--- config.mk ---
export PLATFORM = sky130hd
export DESIGN_NAME = dice_frame_sequencer_flat
export DESIGN_NICKNAME = d
export VERILOG_FILES = /design/src/rtl/dice_frame_sequencer_if.sv /design/src/rtl/dice_frame_sequencer.sv /design/src/flat_wrapper.sv
export SDC_FILE = /design/constraint.sdc
export NUM_CORES = 1
export LEC_CHECK = 0
export BUFFER_PORTS_ARGS = -buffer_cell sky130_fd_sc_hd__buf_4
export CAP_MARGIN = 10
export CORE_AREA = 3 3 142 103
export CTS_CLUSTER_DIAMETER = 100
export DETAILED_ROUTE_END_ITERATION = 16
export DIE_AREA = 0 0 145 106
export REMOVE_ABC_BUFFERS = 1
export SKIP_CTS_REPAIR_TIMING = 1
export SYNTH_ARGS = -nofsm -noshare
export SYNTH_HDL_FRONTEND = slang
export SYNTH_SLANG_ARGS = --single-unit
--- constraint.sdc ---
create_clock -name clk -period 5.4 [get_ports clk]
set_input_delay 1.08 -clock clk [delete_from_list [all_inputs] [get_ports clk]]
set_output_delay 1.08 -clock clk [all_outputs]
set_load 0.05 [all_outputs]
--- src/rtl/dice_frame_sequencer_if.sv ---
// dice_frame_sequencer_if: pixel stream, bank write port, correlation handshake and frame status.
// The master side is the camera/engine environment and the slave side is the sequencer.
interface dice_frame_sequencer_if #(
    parameter int ADDR_W = 17
);
    logic [31:0]       pix_data;
    logic              pix_valid;
    logic              pix_sof;
    logic              pix_ready;
    logic              wr_en;
    logic              wr_bank;
    logic [ADDR_W-1:0] wr_addr;
    logic [31:0]       wr_data;
    logic              corr_start;
    logic              corr_done;
    logic              corr_busy;
    logic [31:0]       frame_counter;
    logic              ref_bank;
    logic              def_bank;
    logic              swap;
    logic              frame_err;

    modport master (
        output pix_data, pix_valid, pix_sof, corr_done,
        input  pix_ready, wr_en, wr_bank, wr_addr, wr_data, corr_start, corr_busy,
        input  frame_counter, ref_bank, def_bank, swap, frame_err
    );

    modport slave (
        input  pix_data, pix_valid, pix_sof, corr_done,
        output pix_ready, wr_en, wr_bank, wr_addr, wr_data, corr_start, corr_busy,
        output frame_counter, ref_bank, def_bank, swap, frame_err
    );
endinterface

--- src/rtl/dice_frame_sequencer.sv ---
// dice_frame_sequencer: captures frames into ping-pong banks, tracks ref/def roles
// and launches the correlation engine once two frames are resident.
module dice_frame_sequencer #(
    parameter int IMG_W  = 232,
    parameter int IMG_H  = 448,
    parameter int ADDR_W = 17
) (
    input logic                   clk,
    input logic                   rst_n,
    dice_frame_sequencer_if.slave bus
);
    localparam logic [1:0] S_IDLE    = 2'd0;
    localparam logic [1:0] S_CAPTURE = 2'd1;
    localparam logic [1:0] S_LAUNCH  = 2'd2;
    localparam logic [1:0] S_CORR    = 2'd3;
    localparam logic [ADDR_W-1:0] LAST_ADDR = ADDR_W'(IMG_W * IMG_H - 1);

    logic [1:0]        state_q, state_d;
    logic [ADDR_W-1:0] addr_q, addr_d, beat_addr;
    logic              bank_q, bank_d;
    logic [31:0]       frame_counter_q, frame_counter_d, count_inc;
    logic              ref_q, ref_d, def_q, def_d;
    logic              wr_en_q, wr_bank_q, frame_err_q, corr_start_q;
    logic [ADDR_W-1:0] wr_addr_q;
    logic [31:0]       wr_data_q;
    logic              ready, accept, write, last, restart;

    always_comb begin
        ready           = (state_q == S_IDLE) || (state_q == S_CAPTURE);
        accept          = bus.pix_valid && ready;
        write           = accept && (bus.pix_sof || state_q == S_CAPTURE);
        restart         = accept && bus.pix_sof && state_q == S_CAPTURE;
        beat_addr       = bus.pix_sof ? '0 : addr_q;
        last            = write && beat_addr == LAST_ADDR;
        // Wrapping to 2 keeps "two frames resident" true and preserves parity.
        count_inc       = (frame_counter_q == 32'hFFFF_FFFF) ? 32'd2 : frame_counter_q + 32'd1;
        addr_d          = write ? (last ? '0 : beat_addr + ADDR_W'(1)) : addr_q;
        frame_counter_d = last ? count_inc : frame_counter_q;
        bank_d          = last ? ~bank_q : bank_q;
        def_d           = last ? bank_q : def_q;
        ref_d           = (last && count_inc >= 32'd2) ? ~bank_q : ref_q;
        case (state_q)
            S_IDLE, S_CAPTURE: state_d = write ? (last ? S_LAUNCH : S_CAPTURE) : state_q;
            S_LAUNCH:          state_d = (frame_counter_q >= 32'd2) ? S_CORR : S_IDLE;
            default:           state_d = bus.corr_done ? S_IDLE : S_CORR;
        endcase
    end

    always_ff @(posedge clk) begin
        if (!rst_n) begin
            state_q         <= S_IDLE;
            addr_q          <= '0;
            bank_q          <= 1'b0;
            frame_counter_q <= 32'd0;
            ref_q           <= 1'b0;
            def_q           <= 1'b0;
            wr_en_q         <= 1'b0;
            wr_bank_q       <= 1'b0;
            wr_addr_q       <= '0;
            wr_data_q       <= 32'd0;
            frame_err_q     <= 1'b0;
            corr_start_q    <= 1'b0;
        end else begin
            state_q         <= state_d;
            addr_q          <= addr_d;
            bank_q          <= bank_d;
            frame_counter_q <= frame_counter_d;
            ref_q           <= ref_d;
            def_q           <= def_d;
            wr_en_q         <= write;
            frame_err_q     <= restart;
            corr_start_q    <= state_q == S_LAUNCH && frame_counter_q >= 32'd2;
            if (write) begin
                wr_bank_q <= bank_q;
                wr_addr_q <= beat_addr;
                wr_data_q <= bus.pix_data;
            end
        end
    end

    always_comb begin
        bus.pix_ready     = ready;
        bus.wr_en         = wr_en_q;
        bus.wr_bank       = wr_bank_q;
        bus.wr_addr       = wr_addr_q;
        bus.wr_data       = wr_data_q;
        bus.corr_start    = corr_start_q;
        bus.corr_busy     = state_q == S_CORR;
        bus.frame_counter = frame_counter_q;
        bus.ref_bank      = ref_q;
        bus.def_bank      = def_q;
        bus.swap          = ref_q;
        bus.frame_err     = frame_err_q;
    end
endmodule
--- src/flat_wrapper.sv ---
// flat-port wrapper written by rule: the top's interface ports become plain ports
module dice_frame_sequencer_flat 
#(
    parameter int IMG_W  = 232,
    parameter int IMG_H  = 448,
    parameter int ADDR_W = 17
)
  (clk, rst_n, bus_pix_data, bus_pix_valid, bus_pix_sof, bus_corr_done, bus_pix_ready, bus_wr_en, bus_wr_bank, bus_wr_addr, bus_wr_data, bus_corr_start, bus_corr_busy, bus_frame_counter, bus_ref_bank, bus_def_bank, bus_swap, bus_frame_err);
  dice_frame_sequencer_if #(.ADDR_W(ADDR_W)) bus_i ();
  input logic clk;
  input logic rst_n;
  input wire logic [$bits(bus_i.pix_data)-1:0] bus_pix_data;
  input wire logic [$bits(bus_i.pix_valid)-1:0] bus_pix_valid;
  input wire logic [$bits(bus_i.pix_sof)-1:0] bus_pix_sof;
  input wire logic [$bits(bus_i.corr_done)-1:0] bus_corr_done;
  output wire logic [$bits(bus_i.pix_ready)-1:0] bus_pix_ready;
  output wire logic [$bits(bus_i.wr_en)-1:0] bus_wr_en;
  output wire logic [$bits(bus_i.wr_bank)-1:0] bus_wr_bank;
  output wire logic [$bits(bus_i.wr_addr)-1:0] bus_wr_addr;
  output wire logic [$bits(bus_i.wr_data)-1:0] bus_wr_data;
  output wire logic [$bits(bus_i.corr_start)-1:0] bus_corr_start;
  output wire logic [$bits(bus_i.corr_busy)-1:0] bus_corr_busy;
  output wire logic [$bits(bus_i.frame_counter)-1:0] bus_frame_counter;
  output wire logic [$bits(bus_i.ref_bank)-1:0] bus_ref_bank;
  output wire logic [$bits(bus_i.def_bank)-1:0] bus_def_bank;
  output wire logic [$bits(bus_i.swap)-1:0] bus_swap;
  output wire logic [$bits(bus_i.frame_err)-1:0] bus_frame_err;
  assign bus_i.pix_data = bus_pix_data;
  assign bus_i.pix_valid = bus_pix_valid;
  assign bus_i.pix_sof = bus_pix_sof;
  assign bus_i.corr_done = bus_corr_done;
  assign bus_pix_ready = bus_i.pix_ready;
  assign bus_wr_en = bus_i.wr_en;
  assign bus_wr_bank = bus_i.wr_bank;
  assign bus_wr_addr = bus_i.wr_addr;
  assign bus_wr_data = bus_i.wr_data;
  assign bus_corr_start = bus_i.corr_start;
  assign bus_corr_busy = bus_i.corr_busy;
  assign bus_frame_counter = bus_i.frame_counter;
  assign bus_ref_bank = bus_i.ref_bank;
  assign bus_def_bank = bus_i.def_bank;
  assign bus_swap = bus_i.swap;
  assign bus_frame_err = bus_i.frame_err;
  dice_frame_sequencer #(.IMG_W(IMG_W), .IMG_H(IMG_H), .ADDR_W(ADDR_W)) u_core (.clk(clk), .rst_n(rst_n), .bus(bus_i));
endmodule
==> summary.txt <==
R2r worst-path depth - 7
Worst setup SP type - primary input
CP max FO - 31
Routed wire length - 16500 um
First-pass GRT wire length - 26800 um
Post-synth EDFFs - 0
Hold crit path type - flip-flop to flip-flop
Pleak - 2.58 nW
Crit Path Class - primary input to flip-flop
WHS Endpoint - u_core.bus.wr_data[16]$_SDFFE_PN0P_
Largest net degree at the start of global routing - 57
Share of post-route cells with drive strength above 1 - 20.5%
TritonCTS clock tree - yes
GRT Overall Usage - 21.0%
DPL Wire Length - 11700 um
Setup violations, final - 0
RSZ-0062 raised after global routing - false
Fmax - 0.268 GHz
Row count - 35
Final Hold Fails - 0
Die area - 15400 um2
Design Area, Final - 6650 um2
Die Ht - 106 um
GP Congestion - 0.916
Sink Count - 107
Synth area leader - dfxtp_1
H-Tree Depth - 3
Via Count - 5458
Clock Latency Late Sink - 0.35 ns
Grt ovf - 0
Yosys reg bits - 107
Slew margin rel. - 28.9%
Clock slew at reported path FFs - 0.07 ns
Largest cells by area after synthesis - dfxtp_1 (40%), nand2_1 (9.9%), a21oi_1 (7.1%), nor2_1 (4.1%), nand4_1 (3.1%)
Final net count - 832
Detailed router's first-iteration violation count - 690
DRT Pass-1 Iters - 6
Tightest Pin Transition - 1.06 ns
Detail Route Antenna Nets - 0
Sequential area share after synthesis - 40.3%
Number of buffers added on ports - 126
Cell variety after synth - 58
CP Capture Type - flip-flop
Asr flop ratio synth - 0%
Max Cap Viol - 0
CTS Root Cell - clkbuf_16
Simple-gate share of the synthesized area - 32.6%
Largest family of logic cells by synthesized area - simple AND/OR/NAND/NOR gates
Post-synthesis compound-gate area fraction - 17.4%
Outcome - complete, no violations
Crit path DAT - 4.00 ns
Layout Skew - 0.00608 ns
Share of the synthesized area in the top cell type - 40.3%
R2R Setup Slk - 2.00 ns
Final period utilization - 69.0%
Hold depth - 2
Boundary Pins - 127
Wirelength per Cell - 16.8 um
Fin Setup TNS - 0 ns
Yosys warning count - 0
Crit path time final - 3.72 ns
Required time worst endpoint - 5.68 ns
Mux cell area share after synthesis - 0.942%
Synthesized cell area - 5320 um2
Total power per unit cell area - 249 nW/um2
Tot Pwr - 0.00166 W
Max clock buf depth - 2
Core Area - 13200 um2
Initial antenna violation count - 0
Post-Synth Adder-Cell Area - 0.706%
Peak supply drop - 0.194 mV
Die Wd - 145 um
R2r endpoint - u_core.bus.ref_bank$_SDFFE_PN0P_
Mean post-synth cell area - 7.59 um2
Most used flip-flop cell after synthesis - dfxtp_1
Final Max Slew Viols - 0
Total CTS buffers - 9
Initial cell density of the core - 40.3%
Number of global-route vias before repair - 4928
Synth Area in XOR/XNOR - 2.97%
Syn-to-layout area delta - 25.1%
DR vias/cell - 5.56
Hold Startpoint - u_core.bus.wr_data[16]$_SDFFE_PN0P_
# diodes - 0
Synthesized netlist cell count - 700
Post-route DRC violation count - 0
Worst r2r src - u_core.bus.frame_counter[17]$_SDFFE_PN0P_
Placed cell area - 6340 um2
[worst max path at each step]
stage / from / end
after detailed placement: bus_pix_sof / u_core.bus.frame_counter[19]$_SDFFE_PN0P_
after global placement: bus_pix_sof / u_core.bus.frame_counter[19]$_SDFFE_PN0P_
after global routing: bus_pix_sof / u_core.bus.frame_counter[19]$_SDFFE_PN0P_
after CTS: bus_pix_sof / u_core.bus.frame_counter[19]$_SDFFE_PN0P_
final: bus_pix_sof / u_core.bus.frame_counter[3]$_SDFFE_PN0P_
after floorplan: bus_pix_sof / u_core.bus.frame_counter[6]$_SDFFE_PN0P_
[final cells by class]
type / instances / area (um2)
multi-input cells: 529 / 2920
fillers: 1306 / 6530
inverters: 11 / 41.3
clock buffers: 9 / 225
repair buffers: 134 / 1010
well taps: 185 / 231
clock inverters: 7 / 82.6
flip-flops and latches: 107 / 2140
[where the power goes]
part / leakage (nW) / switching [W] / internal, W
clock: 0.145 / 0.000318 / 0.000368
sequential: 0.867 / 0.00000795 / 0.000803
combinational: 1.57 / 0.000107 / 0.0000510
[cells in the final DEF, fill, tap and decap left out, types with 3 or more instances in the layout]
master / count
a22oi_1: 8
nand3_1: 21
buf_4: 134
nand3b_1: 11
o21ai_0: 25
or3_1: 9
o21a_1: 7
and4_1: 5
ha_1: 3
and2_1: 3
xor2_1: 12
nand2b_1: 3
inv_1: 10
a21boi_0: 5
nor4_1: 12
nor2_1: 58
a21oi_1: 75
a211oi_1: 4
clkbuf_16: 9
a21o_1: 6
nand4b_1: 3
xnor2_1: 6
nor3_1: 24
and3_1: 11
a31oi_1: 7
nand4_1: 26
nor2b_1: 5
dfxtp_1: 107
mux2i_1: 5
nand2_1: 140
[registers in the layout, indices dropped and copies added, names as in the netlist]
name                      flops
u_core.bank_q                 1
u_core.bus.wr_data           32
u_core.bus.def_bank           1
u_core.bus.frame_counter     32
u_core.state_q                2
u_core.bus.frame_err          1
u_core.bus.wr_bank            1
u_core.addr_q                17
u_core.bus.wr_en              1
u_core.bus.ref_bank           1
u_core.bus.wr_addr           17
u_core.bus.corr_start         1
[Yosys cell counts, drive strengths merged, types with 11 or more instances]
cell	number
a21oi	75
and3	11
buf	16
nor4	14
nand3	22
nand3b	11
nor2	58
xor2	12
nand2	140
inv	11
dfxtp	107
o21ai	26
nand4	27
nor3	25
clkbuf	37
[critical path: stages]
cell and delay (ns):
buf_4 0.21, nor2b_1 0.26, ha_1 0.26, nand3_1 0.15, or3_1 0.47, or3_1 0.62
a41oi_1 0.63, nand2_1 0.14, a21oi_1 0.17
[per-stage QoR]
stage / utilization [%] / hold WS [ns] / worst slack, ns / cells
CTS: 50.4 / 0.458 / 1.71 / 982
floorplan: - / 0.440 / 1.29 / 647
global placement: 48.1 / 0.443 / 1.48 / 966
finish: 50.4 / 0.455 / 1.68 / 982
global route: 50.4 / 0.474 / 1.43 / 982
detailed placement: 48.1 / 0.447 / 1.39 / 966
[routing by layer]
metal / up-vias / share of wire, % / track usage [%]
li1: 2654 / - / -
met1: 2568 / 49 / 31.9
met2: 228 / 42 / 29.7
met3: 8 / 8.6 / 5.75
met4: 0 / 0.57 / 3.66
met5: - / 0 / 0
[logic make-up (layout without fill, tap and decap cells)]
group                    count (synthesis)  after routing
multiplexers                             5              5
flip-flops                             107            107
AND/OR/NAND/NOR                        348            348
XOR/XNOR                                18             18
AO/OA/AOI/OAI                          155            155
adder cells (fa/ha/maj)                  3              3
buffers and inverters                   64            161
(Power assumes the default switching activity.)
